**src/rtl/mlp_pkg.sv**
```systemverilog
// Shared definitions for the tiny MLP core.
//   train_state_t : states of the training-step controller
//   X_W           : sample width feeding the forward datapath
//   EPOCH_W       : width of the completed-epoch count
//   SAMPLE_W      : width of the per-epoch sample count
//   N_HIDDEN_MAX  : largest hidden layer the datapath muxes support
package mlp_pkg;

    localparam int X_W          = 4;
    localparam int EPOCH_W      = 8;
    localparam int SAMPLE_W     = 8;
    localparam int N_HIDDEN_MAX = 8;

    typedef enum logic [2:0] {
        ST_IDLE,
        ST_CLEAR,
        ST_WAIT_SAMPLE,
        ST_FWD,
        ST_BP,
        ST_WB,
        ST_DONE
    } train_state_t;

endpackage

```
**src/rtl/train_epoch_counter.sv**
```systemverilog
// Sample and epoch bookkeeping for one training session.
//   clk_i, rst_i     : clock, asynchronous active-high reset
//   clear_i          : zero both counters (session start)
//   sample_inc_i     : one sample has finished its weight updates
//   epoch_o          : number of completed epochs
//   sample_wrap_o    : the current sample is the last one of its epoch
//   session_end_o    : the current epoch is the last one of the session;
//                      together with sample_wrap_o it marks the final sample
module train_epoch_counter
    import mlp_pkg::*;
#(
    parameter int N_SAMPLES = 16,
    parameter int N_EPOCH   = 16
) (
    input  logic               clk_i,
    input  logic               rst_i,
    input  logic               clear_i,
    input  logic               sample_inc_i,
    output logic [EPOCH_W-1:0] epoch_o,
    output logic               sample_wrap_o,
    output logic               session_end_o
);

    localparam logic [SAMPLE_W-1:0] LAST_SAMPLE = SAMPLE_W'(N_SAMPLES - 1);
    localparam logic [EPOCH_W-1:0]  LAST_EPOCH  = EPOCH_W'(N_EPOCH - 1);

    logic [SAMPLE_W-1:0] sample_cnt;

    assign sample_wrap_o = (sample_cnt == LAST_SAMPLE);
    assign session_end_o = (epoch_o == LAST_EPOCH);

    // The sample count rolls over into the epoch count at the end of each epoch.
    always_ff @(posedge clk_i or posedge rst_i) begin
        if (rst_i) begin
            sample_cnt <= '0;
            epoch_o    <= '0;
        end else if (clear_i) begin
            sample_cnt <= '0;
            epoch_o    <= '0;
        end else if (sample_inc_i) begin
            if (sample_wrap_o) begin
                sample_cnt <= '0;
                epoch_o    <= epoch_o + EPOCH_W'(1);
            end else begin
                sample_cnt <= sample_cnt + SAMPLE_W'(1);
            end
        end
    end

endmodule

```
**src/rtl/train_sequencer.sv**
```systemverilog
// Training-step controller: per sample runs one forward pass, then shares the
// single backprop unit across all hidden neurons (BP then WB per neuron).
//   clk_i, rst_i          : clock, asynchronous active-high reset
//   start_i, abort_i      : begin a session (IDLE only) / return to IDLE
//   sample_valid_i, x_i   : sample handshake from the feeder
//   sample_ready_o, x_o   : ready in WAIT_SAMPLE / sample latched at acceptance
//   fwd_en_o, fwd_done_i  : forward datapath enable and completion
//   bp_en_o, bp_sel_o     : backprop unit enable and neuron routed to it
//   zero_weight_reset_o   : clear-weights pulse at session start
//   wr_en_o               : write backprop results into neuron bp_sel_o
//   epoch_o, busy_o, done_o : progress, activity and completion pulse
module train_sequencer
    import mlp_pkg::*;
#(
    parameter int  N_HIDDEN  = 4,
    parameter int  N_SAMPLES = 16,
    parameter int  N_EPOCH   = 16,
    localparam int SEL_W     = (N_HIDDEN > 1) ? $clog2(N_HIDDEN) : 1
) (
    input  logic               clk_i,
    input  logic               rst_i,
    input  logic               start_i,
    input  logic               abort_i,
    input  logic               sample_valid_i,
    output logic               sample_ready_o,
    input  logic [X_W-1:0]     x_i,
    output logic [X_W-1:0]     x_o,
    output logic               fwd_en_o,
    input  logic               fwd_done_i,
    output logic               bp_en_o,
    output logic [SEL_W-1:0]   bp_sel_o,
    output logic               zero_weight_reset_o,
    output logic               wr_en_o,
    output logic [EPOCH_W-1:0] epoch_o,
    output logic               busy_o,
    output logic               done_o
);

    localparam logic [SEL_W-1:0] LAST_SEL = SEL_W'(N_HIDDEN - 1);

    train_state_t     state;
    train_state_t     next_state;
    logic [SEL_W-1:0] sel_next;
    logic             cnt_clear;
    logic             sample_inc;
    logic             x_load;
    logic             sample_wrap;
    logic             session_end;

    train_epoch_counter #(
        .N_SAMPLES (N_SAMPLES),
        .N_EPOCH   (N_EPOCH)
    ) u_epoch_counter (
        .clk_i         (clk_i),
        .rst_i         (rst_i),
        .clear_i       (cnt_clear),
        .sample_inc_i  (sample_inc),
        .epoch_o       (epoch_o),
        .sample_wrap_o (sample_wrap),
        .session_end_o (session_end)
    );

    // Next-state and bookkeeping decisions. Abort is applied last so that it
    // overrides every other decision, including counter updates in WB.
    always_comb begin
        next_state = state;
        sel_next   = bp_sel_o;
        cnt_clear  = 1'b0;
        sample_inc = 1'b0;
        x_load     = 1'b0;

        unique case (state)
            ST_IDLE: begin
                if (start_i) begin
                    next_state = ST_CLEAR;
                    cnt_clear  = 1'b1;
                    sel_next   = '0;
                end
            end
            ST_CLEAR: next_state = ST_WAIT_SAMPLE;
            ST_WAIT_SAMPLE: begin
                if (sample_valid_i) begin
                    next_state = ST_FWD;
                    x_load     = 1'b1;
                end
            end
            ST_FWD: begin
                if (fwd_done_i) begin
                    next_state = ST_BP;
                    sel_next   = '0;
                end
            end
            ST_BP: next_state = ST_WB;
            ST_WB: begin
                if (bp_sel_o != LAST_SEL) begin
                    sel_next   = bp_sel_o + SEL_W'(1);
                    next_state = ST_BP;
                end else begin
                    sel_next   = '0;
                    sample_inc = 1'b1;
                    next_state = (sample_wrap && session_end) ? ST_DONE : ST_WAIT_SAMPLE;
                end
            end
            ST_DONE: next_state = ST_IDLE;
            default: next_state = ST_IDLE;
        endcase

        if (abort_i && (state != ST_IDLE)) begin
            next_state = ST_IDLE;
            sel_next   = bp_sel_o;
            cnt_clear  = 1'b0;
            sample_inc = 1'b0;
            x_load     = 1'b0;
        end
    end

    // State register plus registered Moore outputs decoded from the next state,
    // so every output changes cleanly on the clock edge.
    always_ff @(posedge clk_i or posedge rst_i) begin
        if (rst_i) begin
            state               <= ST_IDLE;
            bp_sel_o            <= '0;
            x_o                 <= '0;
            sample_ready_o      <= 1'b0;
            fwd_en_o            <= 1'b0;
            bp_en_o             <= 1'b0;
            wr_en_o             <= 1'b0;
            zero_weight_reset_o <= 1'b0;
            busy_o              <= 1'b0;
            done_o              <= 1'b0;
        end else begin
            state               <= next_state;
            bp_sel_o            <= sel_next;
            if (x_load) begin
                x_o <= x_i;
            end
            sample_ready_o      <= (next_state == ST_WAIT_SAMPLE);
            fwd_en_o            <= (next_state == ST_FWD);
            bp_en_o             <= (next_state == ST_BP);
            wr_en_o             <= (next_state == ST_WB);
            zero_weight_reset_o <= (next_state == ST_CLEAR);
            busy_o              <= (next_state != ST_IDLE);
            done_o              <= (next_state == ST_DONE);
        end
    end

endmodule

```
**config.mk**
```make
export PLATFORM = sky130hd
export DESIGN_NAME = train_sequencer
export DESIGN_NICKNAME = d
export VERILOG_FILES = /design/src/rtl/mlp_pkg.sv /design/src/rtl/train_epoch_counter.sv /design/src/rtl/train_sequencer.sv
export SDC_FILE = /design/constraint.sdc
export NUM_CORES = 1
export LEC_CHECK = 0
export ABC_AREA = 1
export CORE_MARGIN = 3
export CORE_UTILIZATION = 52
export CTS_CLUSTER_SIZE = 16
export DETAILED_ROUTE_END_ITERATION = 10
export GPL_TIMING_DRIVEN = 1
export PLACE_DENSITY = 0.91
export SETUP_SLACK_MARGIN = 0.1
export SLEW_MARGIN = 15
export SYNTH_ARGS = -nofsm -noshare
export SYNTH_HDL_FRONTEND = slang
export SYNTH_SLANG_ARGS = --single-unit
```
**constraint.sdc**
```tcl
create_clock -name clk_i -period 1.9 [get_ports clk_i]
set_input_delay 0.38 -clock clk_i [delete_from_list [all_inputs] [get_ports clk_i]]
set_output_delay 0.38 -clock clk_i [all_outputs]
set_load 0.01 [all_outputs]
```
==> flow_summary_export.csv <==
group,metric,value,unit
status,status,"complete, no violations",
finish,syn_to_final_growth,23.9,%
synth,synth-compound-area-share,0.0784,
timing,finClkSkew,5.12,ps
power,ir_drop,0.801,mV
global_route,antenna_found_initial,0,
global_route,track_usage,0.188,
timing,relSlewSlack,0.733,
finish,n_antenna_cell,0,
route,wirelength,3430,um
timing,finalSetupTns,0,ps
finish,layout_commonest_cell,"nand2_1",
synth,synthAdderAreaFrac,0.0216,
placed_design,place_inst,304,
route,vias_per_cell,4.92,
critical_path,reg2reg_slack,280,ps
power,p_leak,0.00113,uW
floorplanning,fp.dieW,63.9,um
clocking,clk_latency,330,ps
timing,finalHoldViolCount,0,
floorplanning,core-area,3130,sq um
critical_path,r2r_start,"state[0]$_DFF_PP0_",
global_route,grt_pass1_wl,6010,um
finish,final_cell_mix,"nand2_1 (71), inv_1 (32), dfrtp_1 (30), clkdlybuf4s50_1 (30), nor2_1 (26)",
clocking,path_clk_slew,90,ps
critical_path,required,1520,ps
placed_design,gp_congestion,0.803,
synth,synth_area,1740,sq um
synth,syn_inst,230,
synth,ys_types,22,
floorplanning,die-area,4080,sq um
route,drtPass1Iterations,4,
finish,nNetsFinal,280,
synth,synth.area.mux_share,0,
clocking,h-tree-depth,2,
synth,synth_top_family_by_area,"simple AND/OR/NAND/NOR gates",
finish,drive_above_1_share,0.0970,
synth,ys_seq_area_frac,0.460,
timing,min_period,1730,ps
critical_path,cp_slowest_cell,"clkdlybuf4s50_1",
route,dr.first_iter.drc_count,59,
flow_run,max_cap_violations,0,
clocking,cts.sinks,32,
timing,fin_crit_sh,0.908,
placed_design,dp_hpwl,2520,um
critical_path,cp_max_fo,5,
floorplanning,die_h,63.9,um
timing,setup_viol,0,
critical_path,slowest_delay,580,ps
critical_path,crit_type,"flop to output port",
global_route,grt_pass1_vias,1385,
clocking,cts_buffers,5,
synth,synth-simple-area-share,0.341,
route,ant_nets,0,
floorplanning,start_util,0.556,
timing,whs,437,ps
floorplanning,io-pin-count,31,
finish,multi_input_area,803,sq um
finish,nFillCells,259,
critical_path,end_kind,"output port",
timing,tightestPinTransition,400,ps
hold_path,min_path_type,"primary input to asynchronous set/reset pin",
synth,postSynthAreaPerCell,7.57,sq um
global_route,grt_max_degree,33,
route,avgRoutedWirePerCell,11.0,um
clocking,cts_tree,"yes",
critical_path,cp-start-kind,"flop",
finish,layoutNonFillerInstCount,312,
placed_design,io_buffers,30,
global_route,gr-total-overflow,0,
critical_path,critPathTopFamily,"buffers and inverters",
power,p_per_area,1070,nW/um^2
timing,clock.fmax,580,MHz
critical_path,crit-reg2reg-capture,"u_epoch_counter.epoch_o[6]$_DFFE_PP0P_",
floorplanning,rows,20,
timing,slew_viol_final,0,
synth,yosys.area_share.xor_xnor,0.0201,
critical_path,worst-path-buf-inv,1,
synth,ys_warn_count,0,
synth,synth_nets,243,
critical_path,reg2regPathDepth,6,
clocking,cts-root-buf,"clkbuf_4",
route,drcViolationCount,0,
clocking,clk_path_buf_depth,2,
finish,register_area,803,sq um
timing,grt_setup_unrepaired,"no",
critical_path,cp.arrival,1350,ps
route,vias,1536,
critical_path,crit_chain,"clkdlybuf4s50_1",
finish,post-route-util,0.689,
synth,ys_ff_latch,32,
-- final cells by class --
class | count | share of cell area
Sequential cell | 32 | 0.373
Timing Repair Buffer | 32 | 0.146
Multi-Input combinational cell | 164 | 0.373
Clock buffer | 8 | 0.0273
Inverter | 32 | 0.0557
Tap cell | 44 | 0.0255
-- repair_timing --
item | CTS | global route
buffers inserted | 0 | 0
gates resized for setup | 0 | 2
endpoints found under the setup margin | 0 | 2
hold buffers | 0 | 0
-- cell usage after synthesis --
master     n  area share
buf_2      1      0.0029
o21ai_2    5       0.025
ha_1       3       0.022
xnor2_1    2       0.010
o21ai_1    2      0.0058
o21bai_1   2      0.0086
nor2_1    26       0.056
nand3_1   23       0.066
or2_2      3       0.011
nand2_2    2      0.0072
xor2_1     2       0.010
nand3_2    1      0.0058
dfrtp_1   32        0.46
inv_1     32       0.069
o21ai_0   12       0.035
nand4_1    2      0.0072
buf_6      1      0.0065
nand3b_1   2      0.0086
a21o_1     1      0.0043
nor2_2     2      0.0072
nand2_1   71        0.15
nand2_4    3       0.019
-- worst max path at each step --
stage / start / end / slack (ps) / depth (start not counted)
global route: u_epoch_counter.epoch_o[3]$_DFFE_PP0P_ / epoch_o[3] / 110 / 1
finish: u_epoch_counter.epoch_o[3]$_DFFE_PP0P_ / epoch_o[3] / 170 / 1
floorplan: state[0]$_DFF_PP0_ / u_epoch_counter.epoch_o[2]$_DFFE_PP0P_ / 510 / 9
global placement: start_i / u_epoch_counter.epoch_o[7]$_DFFE_PP0P_ / 220 / 6
detailed placement: start_i / u_epoch_counter.epoch_o[7]$_DFFE_PP0P_ / 170 / 6
CTS: u_epoch_counter.epoch_o[4]$_DFFE_PP0P_ / epoch_o[4] / 140 / 1
-- stage by stage --
step           area [sq um]  power (uW)  setup slack [ps]
2_1_floorplan          1740        1560               507
3_3_place_gp           2090        1900               218
3_5_place_dp           2090        1920               165
4_1_cts                2150        2330               140
5_1_grt                2160        2490               113
6_report               2160        2310               174
-- cells by family (layout without fill, tap and decap cells) --
family / after synthesis / after routing
flops: 32 / 32
xor+xnor: 4 / 4
simple gates: 135 / 135
buf+inv: 34 / 72
fa+ha+maj: 3 / 3
compound gates: 22 / 22
-- sequential cells by signal, indices dropped and copies added, names as in the netlist, 2 cells and up --
register and cells:
bp_sel_o 2, state 3, u_epoch_counter.epoch_o 8, u_epoch_counter.sample_cnt 8
x_o 4
-- power breakdown --
group	switching (uW)	leakage (uW)	total, uW	internal (uW)
combinational	549	0.000669	960	411
clock	211	0.0000326	393	182
sequential	125	0.000428	953	828
-- per-layer routing --
layer  routed length (um)  track usage  vias to the layer above
li1                     -            -                      797
met4                   50       0.0782                        0
met1                 1540        0.235                      698
met5                    0            0                        -
met3                  150       0.0422                        5
met2                 1690        0.312                       36
Power figures use the tool's default switching activity.
